## config.mk

```make
export PLATFORM = sky130hd
export DESIGN_NAME = ps2_hex_logger
export DESIGN_NICKNAME = d
export VERILOG_FILES = /design/src/rtl/ps2_hex_logger.sv
export SDC_FILE = /design/constraint.sdc
export NUM_CORES = 1
export LEC_CHECK = 0
export BUFFER_PORTS_ARGS = -buffer_cell sky130_fd_sc_hd__buf_4
export CAP_MARGIN = 20
export CELL_PAD_IN_SITES_DETAIL_PLACEMENT = 0
export CELL_PAD_IN_SITES_GLOBAL_PLACEMENT = 1
export CORE_MARGIN = 2
export CORE_UTILIZATION = 51
export DETAILED_ROUTE_END_ITERATION = 6
export MAX_ROUTING_LAYER = met4
export PLACE_DENSITY_LB_ADDON = 0.05
export SYNTH_ARGS = -nofsm -noshare
export SYNTH_HDL_FRONTEND = slang
export SYNTH_SLANG_ARGS = --single-unit
```

## constraint.sdc

```tcl
create_clock -name clk -period 3.8 [get_ports clk]
set_input_delay 0.76 -clock clk [delete_from_list [all_inputs] [get_ports clk]]
set_output_delay 0.76 -clock clk [all_outputs]
set_load 0.02 [all_outputs]
```

## src/rtl/ps2_hex_logger.sv

```systemverilog
// Buffers incoming codes in a small FIFO and streams each one to a UART TX FIFO as ASCII hex text.
// Optional build macro HEX_LOWERCASE_EN selects lowercase a-f digits.
module ps2_hex_logger #(
  parameter int DATA_W         = 8,
  parameter int FIFO_DEPTH     = 4,
  parameter int CODES_PER_LINE = 8
) (
  input  logic                          clk,
  input  logic                          reset_n,
  input  logic [DATA_W-1:0]             in_data,
  input  logic                          in_valid,
  output logic                          in_ready,
  input  logic                          clr_ovf,
  output logic                          ovf,
  input  logic                          tx_full,
  output logic                          tx_wr,
  output logic [7:0]                    tx_data,
  output logic                          busy,
  output logic [$clog2(FIFO_DEPTH):0]   fifo_level,
  output logic [2:0]                    dbg_state
);

  // Handshakes: a code moves into the FIFO on any cycle with in_valid & in_ready;
  // in_valid while in_ready=0 drops the code and sets ovf. A character moves to the
  // UART on any cycle with tx_wr=1, which is only ever raised while tx_full=0.

  localparam int PW  = $clog2(FIFO_DEPTH);
  localparam int LVW = PW + 1;
  localparam int NW  = (DATA_W > 4) ? $clog2(DATA_W / 4) : 1;
  localparam int LW  = (CODES_PER_LINE > 0) ? $clog2(CODES_PER_LINE + 1) : 1;

`ifdef HEX_LOWERCASE_EN
  localparam logic [7:0] HEX_A = 8'h61;
`else
  localparam logic [7:0] HEX_A = 8'h41;
`endif

  typedef enum logic [2:0] {
    S_IDLE  = 3'd0,
    S_DIGIT = 3'd1,
    S_END   = 3'd2,
    S_CR    = 3'd3,
    S_LF    = 3'd4
  } state_t;

  state_t            state_q;
  logic [DATA_W-1:0] mem_q [FIFO_DEPTH];
  logic [PW-1:0]     wr_ptr_q, rd_ptr_q;
  logic [LVW-1:0]    level_q, level_d;
  logic [DATA_W-1:0] sr_q;
  logic [NW-1:0]     nib_cnt_q;
  logic [LW-1:0]     line_cnt_q;

  logic push, pop, drop, eol;

  function automatic logic [7:0] hex_char(input logic [3:0] n);
    if (n < 4'd10) return 8'h30 + {4'h0, n};
    else           return HEX_A + {4'h0, n} - 8'd10;
  endfunction

  assign pop      = (state_q == S_IDLE) && (level_q != '0);
  assign in_ready = (level_q < LVW'(FIFO_DEPTH)) | pop;
  assign push     = in_valid & in_ready;
  assign drop     = in_valid & ~in_ready;
  assign eol      = (CODES_PER_LINE != 0) && (line_cnt_q == LW'(CODES_PER_LINE - 1));

  assign busy       = (state_q != S_IDLE) | (level_q != '0);
  assign fifo_level = level_q;
  assign dbg_state  = state_q;

  always_comb begin
    level_d = level_q;
    if (push && !pop)      level_d = level_q + 1'b1;
    else if (!push && pop) level_d = level_q - 1'b1;
  end

  always_comb begin
    tx_wr   = 1'b0;
    tx_data = 8'h20;
    case (state_q)
      S_DIGIT: begin
        tx_data = hex_char(sr_q[DATA_W-1 -: 4]);
        tx_wr   = ~tx_full;
      end
      S_END: tx_wr = ~eol & ~tx_full;
      S_CR: begin
        tx_data = 8'h0D;
        tx_wr   = ~tx_full;
      end
      S_LF: begin
        tx_data = 8'h0A;
        tx_wr   = ~tx_full;
      end
      default: ;
    endcase
  end

  // Storage needs no reset: occupancy and pointers alone define what is valid.
  always_ff @(posedge clk) begin
    if (push) mem_q[wr_ptr_q] <= in_data;
  end

  always_ff @(posedge clk or negedge reset_n) begin
    if (!reset_n) begin
      wr_ptr_q <= '0;
      rd_ptr_q <= '0;
      level_q  <= '0;
      ovf      <= 1'b0;
    end else begin
      if (push) wr_ptr_q <= wr_ptr_q + 1'b1;
      if (pop)  rd_ptr_q <= rd_ptr_q + 1'b1;
      level_q <= level_d;
      if (drop)         ovf <= 1'b1;
      else if (clr_ovf) ovf <= 1'b0;
    end
  end

  always_ff @(posedge clk or negedge reset_n) begin
    if (!reset_n) begin
      state_q    <= S_IDLE;
      sr_q       <= '0;
      nib_cnt_q  <= '0;
      line_cnt_q <= '0;
    end else begin
      case (state_q)
        S_IDLE: begin
          if (pop) begin
            sr_q      <= mem_q[rd_ptr_q];
            nib_cnt_q <= NW'(DATA_W / 4 - 1);
            state_q   <= S_DIGIT;
          end
        end
        S_DIGIT: begin
          if (tx_wr) begin
            sr_q <= sr_q << 4;
            if (nib_cnt_q == '0) state_q <= S_END;
            else                 nib_cnt_q <= nib_cnt_q - 1'b1;
          end
        end
        S_END: begin
          // End of line skips the space and goes straight to CR LF.
          if (eol) begin
            line_cnt_q <= '0;
            state_q    <= S_CR;
          end else if (tx_wr) begin
            line_cnt_q <= line_cnt_q + 1'b1;
            state_q    <= S_IDLE;
          end
        end
        S_CR: if (tx_wr) state_q <= S_LF;
        S_LF: if (tx_wr) state_q <= S_IDLE;
        default: state_q <= S_IDLE;
      endcase
    end
  end

endmodule
```

==> results of run 1 <==
## power by group through the flow
stage	Sequential (W)	Combinational, W	Clock, W
after floorplan	0.000987	0.000863	0
after global placement	0.00104	0.00114	0
after detailed placement	0.00105	0.00116	0
after CTS	0.00104	0.00117	0.000324
after global routing	0.00107	0.00126	0.000352
final	0.00103	0.00115	0.000310
## layer usage
layer	GRT usage (%)	part of all wire (%)	routed length, um	vias to the layer above
met2	32.3	52	2450	34
met4	4.09	0.77	36	0
met3	4.10	3.4	159	4
met1	22.7	44	2040	804
li1	-	-	-	756
met5	-	0	0	-
## worst paths after layout
check	slack [ns]	endpoint	from
setup / recovery	1.21	tx_data[2]	sr_q[5]
hold / removal	0.33	line_cnt_q[3]	reset_n
setup reg to reg	1.25	fifo_level[2]	dbg_state[1]
hold reg to reg	0.54	sr_q[0]	sr_q[0]
max in group asynchronous	3.22	ovf	reset_n
min in group clk	0.54	sr_q[0]	sr_q[0]
## placed cells by master (no fill, tap or decap), drive strengths merged
master | Yosys | routed
nor3b | 3 | 3
xor2 | 2 | 2
nand3 | 7 | 7
a211oi | 2 | 2
o221a | 1 | 1
a21oi | 6 | 6
inv | 12 | 13
a311oi | 2 | 2
a21boi | 1 | 1
o21a | 1 | 1
or3 | 6 | 6
a211o | 1 | 1
ha | 7 | 7
o21ai | 9 | 9
clkbuf | 2 | 5
conb | 1 | 1
mux2 | 5 | 5
dfrtp | 24 | 24
nor2 | 7 | 7
nand2 | 14 | 14
a31oi | 4 | 4
o32a | 1 | 1
a31o | 1 | 1
and2 | 4 | 4
or4b | 1 | 1
nor3 | 5 | 5
o22ai | 1 | 1
nor2b | 1 | 1
mux4 | 8 | 8
clkinv | 0 | 2
nor4b | 1 | 1
o31ai | 1 | 1
fa | 1 | 1
or2b | 2 | 2
nand4 | 1 | 1
xnor2 | 5 | 5
edfxtp | 32 | 32
nand3b | 2 | 2
buf | 7 | 29
## final cells by class
type,count,area (sq um),share of cell area [%]
tap,70,87.6,2.98
sequential,56,1560,53.1
clock inverter,3,17.5,0.596
clock buffer,5,68.8,2.34
multi-input combinational,114,941,32.0
inverter,12,45.0,1.53
timing repair buffer,29,218,7.41
## kinds of logic (layout without fill, tap and decap cells)
group                    count (synthesis)  in the layout  synth area share, %
adder cells (fa/ha/maj)                  8              8                 4.11
AND/OR/NAND/NOR                         54             54                 12.1
multiplexers                            13             13                 9.18
buffers and inverters                   21             49                 4.40
AO/OA/AOI/OAI                           31             31                 8.08
flip-flops                              56             56                 59.7
other                                    1              1                0.143
XOR/XNOR                                 7              7                 2.34
## stage by stage
stage,cells,worst slack (ns)
CTS,289,1.19
detailed placement,281,1.27
finish,289,1.21
global route,289,1.08
floorplan,191,1.39
global placement,281,1.46
## flip-flops by register name, summed over array words and instances, names as in the netlist
| name | cells |
|---|---|
| rd_ptr_q | 2 |
| mem_q | 32 |
| nib_cnt_q | 1 |
| fifo_level | 3 |
| dbg_state | 3 |
| sr_q | 8 |
| wr_ptr_q | 2 |
| ovf | 1 |
| line_cnt_q | 4 |
==> results.sh, run 1 <==
export IMPL_hold_viol_final=0
export IMPL_cpLargestDelayFamily="flip-flops"
export IMPL_die_width_um=75.6
export IMPL_cap_viol_max_count=0
export IMPL_netlist_area_leader_share_pct=36.7
export IMPL_final_layout_size_suffix_gt1_share_pct=27.4
export IMPL_finalSetupViolations=0
export IMPL_finalSetupTns_ns=0
export IMPL_hold_worst_slack_ns=0.330
export IMPL_ctsHoldBuffers=0
export IMPL_route_vias_total=1598
export IMPL_synth_async_reset_ratio_pct=42.9
export IMPL_num_io_pins=31
export IMPL_diodes=0
export IMPL_antenna_found_initial=0
export IMPL_synthesis_area_per_instance_sq_um=13.7
export IMPL_swShare_pct=39.9
export IMPL_routedWlPerCell_um=16.2
export IMPL_final_replace_weighted_congestion=0.872
export IMPL_ys_top_cells_by_area="edfxtp_1 (37%), dfrtp_1 (23%), mux4_2 (6.9%)"
export IMPL_cts_repair_timing_setup_buffer_count=0
export IMPL_timing_final_max_slew_violations=0
export IMPL_routed_via_density=5.53
export IMPL_drt_iter0_drc=71
export IMPL_worstPathCellList="inv_1 -> ha_1 -> nand2_1 -> or3_1 -> a31oi_1 -> buf_4"
export IMPL_fraction_of_the_yosys_area_taken_by_sequential_cells_pct=59.7
export IMPL_cell_internal_pwr_w=0.00150
export IMPL_power_share_combinational_pct=46.1
export IMPL_grt_start_max_net_pins=25
export IMPL_drt_pre_antenna_iters=4
export IMPL_numPortBuffers=29
export IMPL_synth_yosys_warnings=0
export IMPL_grt_total_usage_pct=18.7
export IMPL_fp_coreArea_sq_um=5040
export IMPL_floorplan_die_height_um=75.6
export IMPL_final_cell_area_sq_um=2940
export IMPL_finalPower_w=0.00250
export IMPL_setup_worst_path_class="reg2out"
export IMPL_final_antenna_net_count=0
export IMPL_cts_inserted_buffers=5
export IMPL_ff_to_ff_path_depth=8
export IMPL_row_count=26
export IMPL_floorplan_initialDensity_pct=51.9
export IMPL_grt_pass1_wl_mm=7.44
export IMPL_critical_path_endpoint_type="output pin"
export IMPL_hold_crit_class="in2async"
export IMPL_detail_route_wirelength_mm=4.69
export IMPL_power_leakage_nw=1.15
export IMPL_cts_tree="yes"
export IMPL_cp_start_kind="register"
export IMPL_synth_commonest_cells="edfxtp_1 (32), dfrtp_1 (24), nand2_1 (14)"
export IMPL_clock_pin_transition_on_the_worst_setup_and_hold_timing_paths_ns=0.10
export IMPL_synth_cell_type_count=46
export IMPL_grt_overflow_total=0
export IMPL_clock_power_share_pct=12.4
export IMPL_drc_errors=0
export IMPL_nNetsFinal=239
export IMPL_max_slew_margin_rel_pct=54.7
export IMPL_layout_area_overhead_vs_synth_pct=12.3
export IMPL_fillCellCount=433
export IMPL_worst_ep_arrival_time_ns=1.83
export IMPL_design_die_area_sq_um=5720
export IMPL_mappedNetlistNets=212
export IMPL_dominantRegCellSynth="edfxtp_1"
export IMPL_outcome="finished clean"
export IMPL_grt_setup_unrepaired="false"
export IMPL_number_of_enable_flip_flop_cells_after_synthesis=32
export IMPL_max_clock_freq_ghz=0.386
export IMPL_tightestPinTransition_ns=0.676
export IMPL_finish_utilization_pct=58.3
export IMPL_path_buf_inv=2
export IMPL_pd_cells_nw_per_um2=849
export IMPL_final_period_minus_worst_setup_slack_ns=2.59
export IMPL_switchingPower_w=0.000997
export IMPL_ctsRootBufferMaster="clkbuf_8"
export IMPL_cpPeakStageDelay_ns=0.42
export IMPL_worst_path_max_fanout=5
export IMPL_vdd_drop_max_mv=0.388
export IMPL_min_period_over_period_pct=68.1
export IMPL_ctsLongestPathBuffers=2
export IMPL_final_setup_skew_ns=0.00774
export IMPL_yosys_register_bits=56
export IMPL_synth_largest_area_cell="edfxtp_1"
export IMPL_placed_cell_area_sq_um=2850
export IMPL_critical_path_depth=6
export IMPL_cts_resized_gates=0
export IMPL_worst_ep_required_time_ns=3.04
export IMPL_insertion_delay_ns=0.30
export IMPL_post_synth_inst_count=191
export IMPL_clock_sink_count=56
export IMPL_most_frequently_used_cell_type_in_the_post_synthesis_netlist="edfxtp_1"
export IMPL_number_of_global_route_vias_before_repair=1536
export IMPL_post_synth_instance_area_sq_um=2620
export IMPL_flop_pwr_share_pct=41.5
export IMPL_place_detailed_hpwl_mm=3.54
export IMPL_htree_num_levels=2
export IMPL_slowest_cell_on_the_critical_path="dfrtp_1"
Note: power is estimated with default switching activity, not from simulation.
==> run 2, diff against run 1 <==
Settings changed: CORE_UTILIZATION 51 to 43.
Clock period 3.8 ns to 2.3 ns, I/O delays scaled along.
==> run 2 against run 1 <==
  * Routed wire length increased by 7.4%
  * Worst hold slack got worse by 0.29 ns
  * Critical path depth decreased by 1
  * Cell count increased by 4.2%
  * First-iteration DRC count increased by 62%
  * Setup slack got worse by 1.1 ns
  * Power increased by 71%
  * Core utilization decreased by 7.0 points
  * Sequential share of layout area decreased by 1.3 points
  * Critical endpoint is now tx_data[1]
  * Largest cell class unchanged
==> results.sh, run 2 (synthesized netlist as in run 1, its figures left out) <==
export IMPL_final_cell_area_sq_um=3020
export IMPL_cts_tree="yes"
export IMPL_final_antenna_net_count=0
export IMPL_critical_path_endpoint_type="output pin"
export IMPL_largest_register_ffs=32
export IMPL_final_layout_size_suffix_gt1_share_pct=31.9
export IMPL_htree_num_levels=2
export IMPL_multiInputGateArea_sq_um=966
export IMPL_row_count=28
export IMPL_cts_inserted_buffers=5
export IMPL_max_clock_freq_ghz=0.450
export IMPL_routed_via_density=5.36
export IMPL_die_width_um=82.0
export IMPL_placed_cell_area_sq_um=2930
export IMPL_antenna_found_initial=0
export IMPL_final_period_minus_worst_setup_slack_ns=2.22
export IMPL_num_io_pins=31
export IMPL_cts_repair_timing_setup_buffer_count=0
export IMPL_outcome="finished clean"
export IMPL_max_slew_margin_rel_pct=64.5
export IMPL_power_leakage_nw=1.17
export IMPL_grt_overflow_total=0
export IMPL_detail_route_wirelength_mm=5.04
export IMPL_clock_sink_count=56
export IMPL_finish_utilization_pct=51.3
export IMPL_drc_errors=0
export IMPL_vdd_drop_max_mv=0.670
export IMPL_ctsRootBufferMaster="clkbuf_8"
export IMPL_fillCellCount=510
export IMPL_tightestPinTransition_ns=0.526
export IMPL_grt_total_usage_pct=16.7
export IMPL_grt_pass1_wl_mm=7.84
export IMPL_drt_pre_antenna_iters=4
export IMPL_drt_iter0_drc=115
export IMPL_grt_start_max_net_pins=25
export IMPL_layout_area_overhead_vs_synth_pct=15.3
export IMPL_finalSetupViolations=0
export IMPL_floorplan_die_height_um=82.0
export IMPL_most_common_layout_cells="buf_4 (36), edfxtp_1 (32), dfrtp_1 (23), nand2_1 (14)"
export IMPL_clock_pin_transition_on_the_worst_setup_and_hold_timing_paths_ns=0.09
export IMPL_final_setup_skew_ns=0.00992
export IMPL_ctsHoldBuffers=0
export IMPL_place_detailed_hpwl_mm=3.78
export IMPL_fp_coreArea_sq_um=5890
export IMPL_layout_area_seq_sq_um=1560
export IMPL_worst_ep_required_time_ns=1.84
export IMPL_grt_setup_unrepaired="false"
export IMPL_worst_path_max_fanout=14
export IMPL_layout_cells_most_common="buf_4"
export IMPL_cp_start_kind="register"
export IMPL_min_period_over_period_pct=96.6
export IMPL_hold_viol_final=0
export IMPL_worst_ep_arrival_time_ns=1.76
export IMPL_numPortBuffers=29
export IMPL_insertion_delay_ns=0.30
export IMPL_number_of_global_route_vias_before_repair=1621
export IMPL_final_replace_weighted_congestion=0.766
export IMPL_cap_viol_max_count=0
export IMPL_hold_crit_class="in2async"
export IMPL_setup_worst_path_class="reg2out"
export IMPL_finalSetupTns_ns=0
export IMPL_hold_worst_slack_ns=0.0390
export IMPL_ctsLongestPathBuffers=2
export IMPL_finalPower_w=0.00428
export IMPL_routedWlPerCell_um=16.7
export IMPL_pd_cells_nw_per_um2=1420
export IMPL_diodes=0
export IMPL_timing_final_max_slew_violations=0
export IMPL_largest_registers="mem_q x32, sr_q x8, line_cnt_q x4"
export IMPL_floorplan_initialDensity_pct=44.5
export IMPL_cts_resized_gates=0
export IMPL_design_die_area_sq_um=6730
export IMPL_register_bank_with_the_most_flops="mem_q"
export IMPL_route_vias_total=1612
export IMPL_nNetsFinal=246
[run 2: layer usage]
| layer | part of all wire, % | wire (um) | up-vias | global-route usage [%] |
|---|---|---|---|---|
| met3 | 3.9 | 194 | 6 | 2.97 |
| met4 | 1.2 | 59 | 0 | 6.17 |
| met1 | 41 | 2050 | 801 | 19.3 |
| li1 | - | - | 766 | - |
| met5 | 0 | 0 | - | - |
| met2 | 54 | 2740 | 39 | 29.2 |
[run 2: area by class of cell]
cell class              count  area share (%)
flip-flops and latches     56            51.8
clock inverters             1           0.124
inverters                  12            1.49
well taps                  75            3.11
multi-input cells         114            32.0
repair buffers             36            8.96
clock buffers               7            2.53
[run 2: path summary, 6_finish.rpt]
path                                 endpoint  cells after the start    startpoint  slack [ns]
worst max register to register  fifo_level[2]                      8  dbg_state[0]        0.09
worst max-delay path               tx_data[1]                      5  dbg_state[2]        0.08
worst min register to register      nib_cnt_q                      2     nib_cnt_q        0.53
max in group asynchronous        dbg_state[0]                      1       reset_n        2.00
worst min-delay path                  sr_q[7]                      1       reset_n        0.04
min in group clk                          ovf                      2       clr_ovf        0.34
[run 2: critical path: stages (launching register included)]
cell and delay [ns]:
dfrtp_1 0.39, buf_4 0.18, or2b_4 0.29, a211o_1 0.28
a21oi_1 0.15, buf_4 0.16
[run 2: per-stage QoR]
step | instances | setup WS (ns)
final | 301 | 0.0777
after global routing | 301 | 0.00812
after detailed placement | 293 | 0.0962
after floorplan | 191 | -0.0231
after CTS | 301 | 0.0184
after global placement | 293 | 0.224
[run 2: report_power, final]
part           switching (W)  internal [W]  total [W]  leakage [nW]
registers           0.000266       0.00138    0.00165         0.581
clock network       0.000289      0.000213   0.000502        0.0399
logic                0.00113      0.000995    0.00213         0.554
==> run 3, diff against run 2 <==
Settings changed: CORE_ASPECT_RATIO set to 1.2, CORE_UTILIZATION 43 to 47.
Clock period 2.3 ns to 2.4 ns, I/O delays scaled along.
==> run 3 against run 2 <==
  * Critical path depth stayed put
  * Clock power increased by 18%
  * Sequential share of layout area fell by 0.19 points
  * Clock skew fell by 0.0052 ns
  * Sequential power fell by 4%
  * Global-route usage up 1.3 points
  * Highest routed layer unchanged
==> results.sh, run 3 (synthesized netlist as in run 1, its figures left out) <==
export IMPL_design_die_area_sq_um=6180
export IMPL_grt_pass1_wl_mm=8.11
export IMPL_placed_cells_incl_taps=280
export IMPL_number_of_global_route_vias_before_repair=1668
export IMPL_final_period_minus_worst_setup_slack_ns=2.30
export IMPL_num_io_pins=31
export IMPL_max_slew_margin_rel_pct=65.3
export IMPL_ctsLongestPathBuffers=2
export IMPL_finalPower_w=0.00418
export IMPL_row_count=29
export IMPL_r2r_setup_slack_ns=0.24
export IMPL_hold_crit_class="in2async"
export IMPL_setup_worst_path_class="reg2out"
export IMPL_insertion_delay_ns=0.30
export IMPL_htree_num_levels=2
export IMPL_cap_viol_max_count=0
export IMPL_outcome="finished clean"
export IMPL_final_antenna_net_count=0
export IMPL_finalSetupTns_ns=0
export IMPL_worst_path_max_fanout=14
export IMPL_floorplan_initialDensity_pct=49.1
export IMPL_power_leakage_nw=1.20
export IMPL_floorplan_die_height_um=85.8
export IMPL_route_vias_total=1615
export IMPL_timing_critical_path_mode_cell="buf_4"
export IMPL_cts_tree="yes"
export IMPL_register_bank_with_the_most_flops="mem_q"
export IMPL_nNetsFinal=248
export IMPL_routed_via_density=5.57
export IMPL_cpLargestDelayFamily="compound AO/OA/AOI/OAI gates"
export IMPL_hold_viol_final=0
export IMPL_clock_sink_count=56
export IMPL_final_layout_size_suffix_gt1_share_pct=31.6
export IMPL_die_width_um=72.1
export IMPL_max_clock_freq_ghz=0.435
export IMPL_numPortBuffers=29
export IMPL_worst_ep_required_time_ns=1.92
export IMPL_pd_cells_nw_per_um2=1380
export IMPL_worstPathCellList="buf_4 -> or2b_1 -> a211o_1 -> a21oi_1 -> buf_4"
export IMPL_detail_route_wirelength_mm=5.00
export IMPL_critical_path_reg2reg_endpoint="fifo_level[2]"
export IMPL_diodes=0
export IMPL_vdd_drop_max_mv=0.587
export IMPL_grt_start_max_net_pins=25
export IMPL_cts_inserted_buffers=5
export IMPL_ctsRootBufferMaster="clkbuf_8"
export IMPL_path_buf_inv=2
export IMPL_largest_registers="mem_q x32, sr_q x8, line_cnt_q x4"
export IMPL_ctsHoldBuffers=0
export IMPL_tightestPinTransition_ns=0.513
export IMPL_stdcell_count=290
export IMPL_layout_cells_most_common="buf_4"
export IMPL_fillCellCount=449
export IMPL_worst_ep_arrival_time_ns=1.82
export IMPL_largest_register_ffs=32
export IMPL_grt_setup_unrepaired="false"
export IMPL_slowest_cell_on_the_critical_path="dfrtp_1"
export IMPL_place_detailed_hpwl_mm=3.78
export IMPL_finalSetupViolations=0
export IMPL_timing_final_max_slew_violations=0
export IMPL_routedWlPerCell_um=17.2
export IMPL_drt_iter0_drc=46
export IMPL_antenna_found_initial=0
export IMPL_ff_to_ff_path_depth=9
export IMPL_cp_start_kind="register"
export IMPL_drc_errors=0
export IMPL_clock_pin_transition_on_the_worst_setup_and_hold_timing_paths_ns=0.09
export IMPL_min_period_over_period_pct=95.9
export IMPL_cpPeakStageDelay_ns=0.39
export IMPL_drt_pre_antenna_iters=4
export IMPL_layout_setup_ws_ns=0.0993
export IMPL_place_worst_setup_slack_ns=0.248
export IMPL_critical_path_endpoint_type="output pin"
export IMPL_worstReg2RegStart="fifo_level[0]"
export IMPL_grt_total_usage_pct=18.0
export IMPL_grt_overflow_total=0
export IMPL_layout_area_overhead_vs_synth_pct=15.7
export IMPL_fp_coreArea_sq_um=5330
export IMPL_most_common_layout_cells="buf_4 (38), edfxtp_1 (32), dfrtp_1 (23), nand2_1 (14), inv_1 (11)"
export IMPL_final_replace_weighted_congestion=0.880
export IMPL_final_setup_skew_ns=0.00473
run 3: changes by cell type in the layout (fill, tap and decap cells not counted), moves of 2 or more:
| cell | previous run | this run |
|---|---|---|
| inv_2 | 4 | 1 |
| clkbuf_1 | 2 | 0 |
| buf_4 | 36 | 38 |
| inv_1 | 8 | 11 |
run 3: stage by stage:
| stage | cell area, sq um | hold WS, ns | utilization [%] |
|---|---|---|---|
| after floorplan | 2620 | 0.184 | - |
| after global placement | 2900 | 0.392 | 54.3 |
| after detailed placement | 2900 | 0.395 | 54.3 |
| after CTS | 3010 | 0.0609 | 56.4 |
| after global routing | 3030 | 0.0640 | 56.8 |
| final | 3030 | 0.0563 | 56.8 |
run 3: worst max path at each step:
stage,depth (start not counted),slack [ns],startpoint,end
floorplan,10,0.02,dbg_state[0],fifo_level[2]
global placement,8,0.29,dbg_state[0],fifo_level[2]
detailed placement,9,0.25,fifo_level[0],fifo_level[2]
CTS,6,0.01,sr_q[5],tx_data[2]
global route,6,0.0002,sr_q[5],tx_data[2]
finish,5,0.1,dbg_state[2],tx_data[1]
run 3: area by class of cell:
| class | count | area (sq um) | share of cell area (%) |
|---|---|---|---|
| inverter | 12 | 45.0 | 1.49 |
| sequential | 56 | 1560 | 51.6 |
| clock inverter | 3 | 42.5 | 1.40 |
| timing repair buffer | 38 | 285 | 9.42 |
| multi-input combinational | 114 | 947 | 31.3 |
| clock buffer | 5 | 68.8 | 2.27 |
| tap | 62 | 77.6 | 2.56 |
run 3: what timing repair did:
action,in CTS,in global routing
setup endpoints to repair,0,1
buffers inserted,0,2
hold endpoints to repair,0,0
resized for setup,0,1
run 3: power by group:
part | switching [W] | internal, W | total, W
clock | 0.000284 | 0.000309 | 0.000593
sequential | 0.000257 | 0.00132 | 0.00158
combinational | 0.00107 | 0.000937 | 0.00201
run 3: routing by layer:
| metal | track usage [%] | part of all wire [%] |
|---|---|---|
| met5 | - | 0 |
| met4 | 5.32 | 0.92 |
| met3 | 2.82 | 3.0 |
| met2 | 32.0 | 56 |
| met1 | 20.7 | 40 |
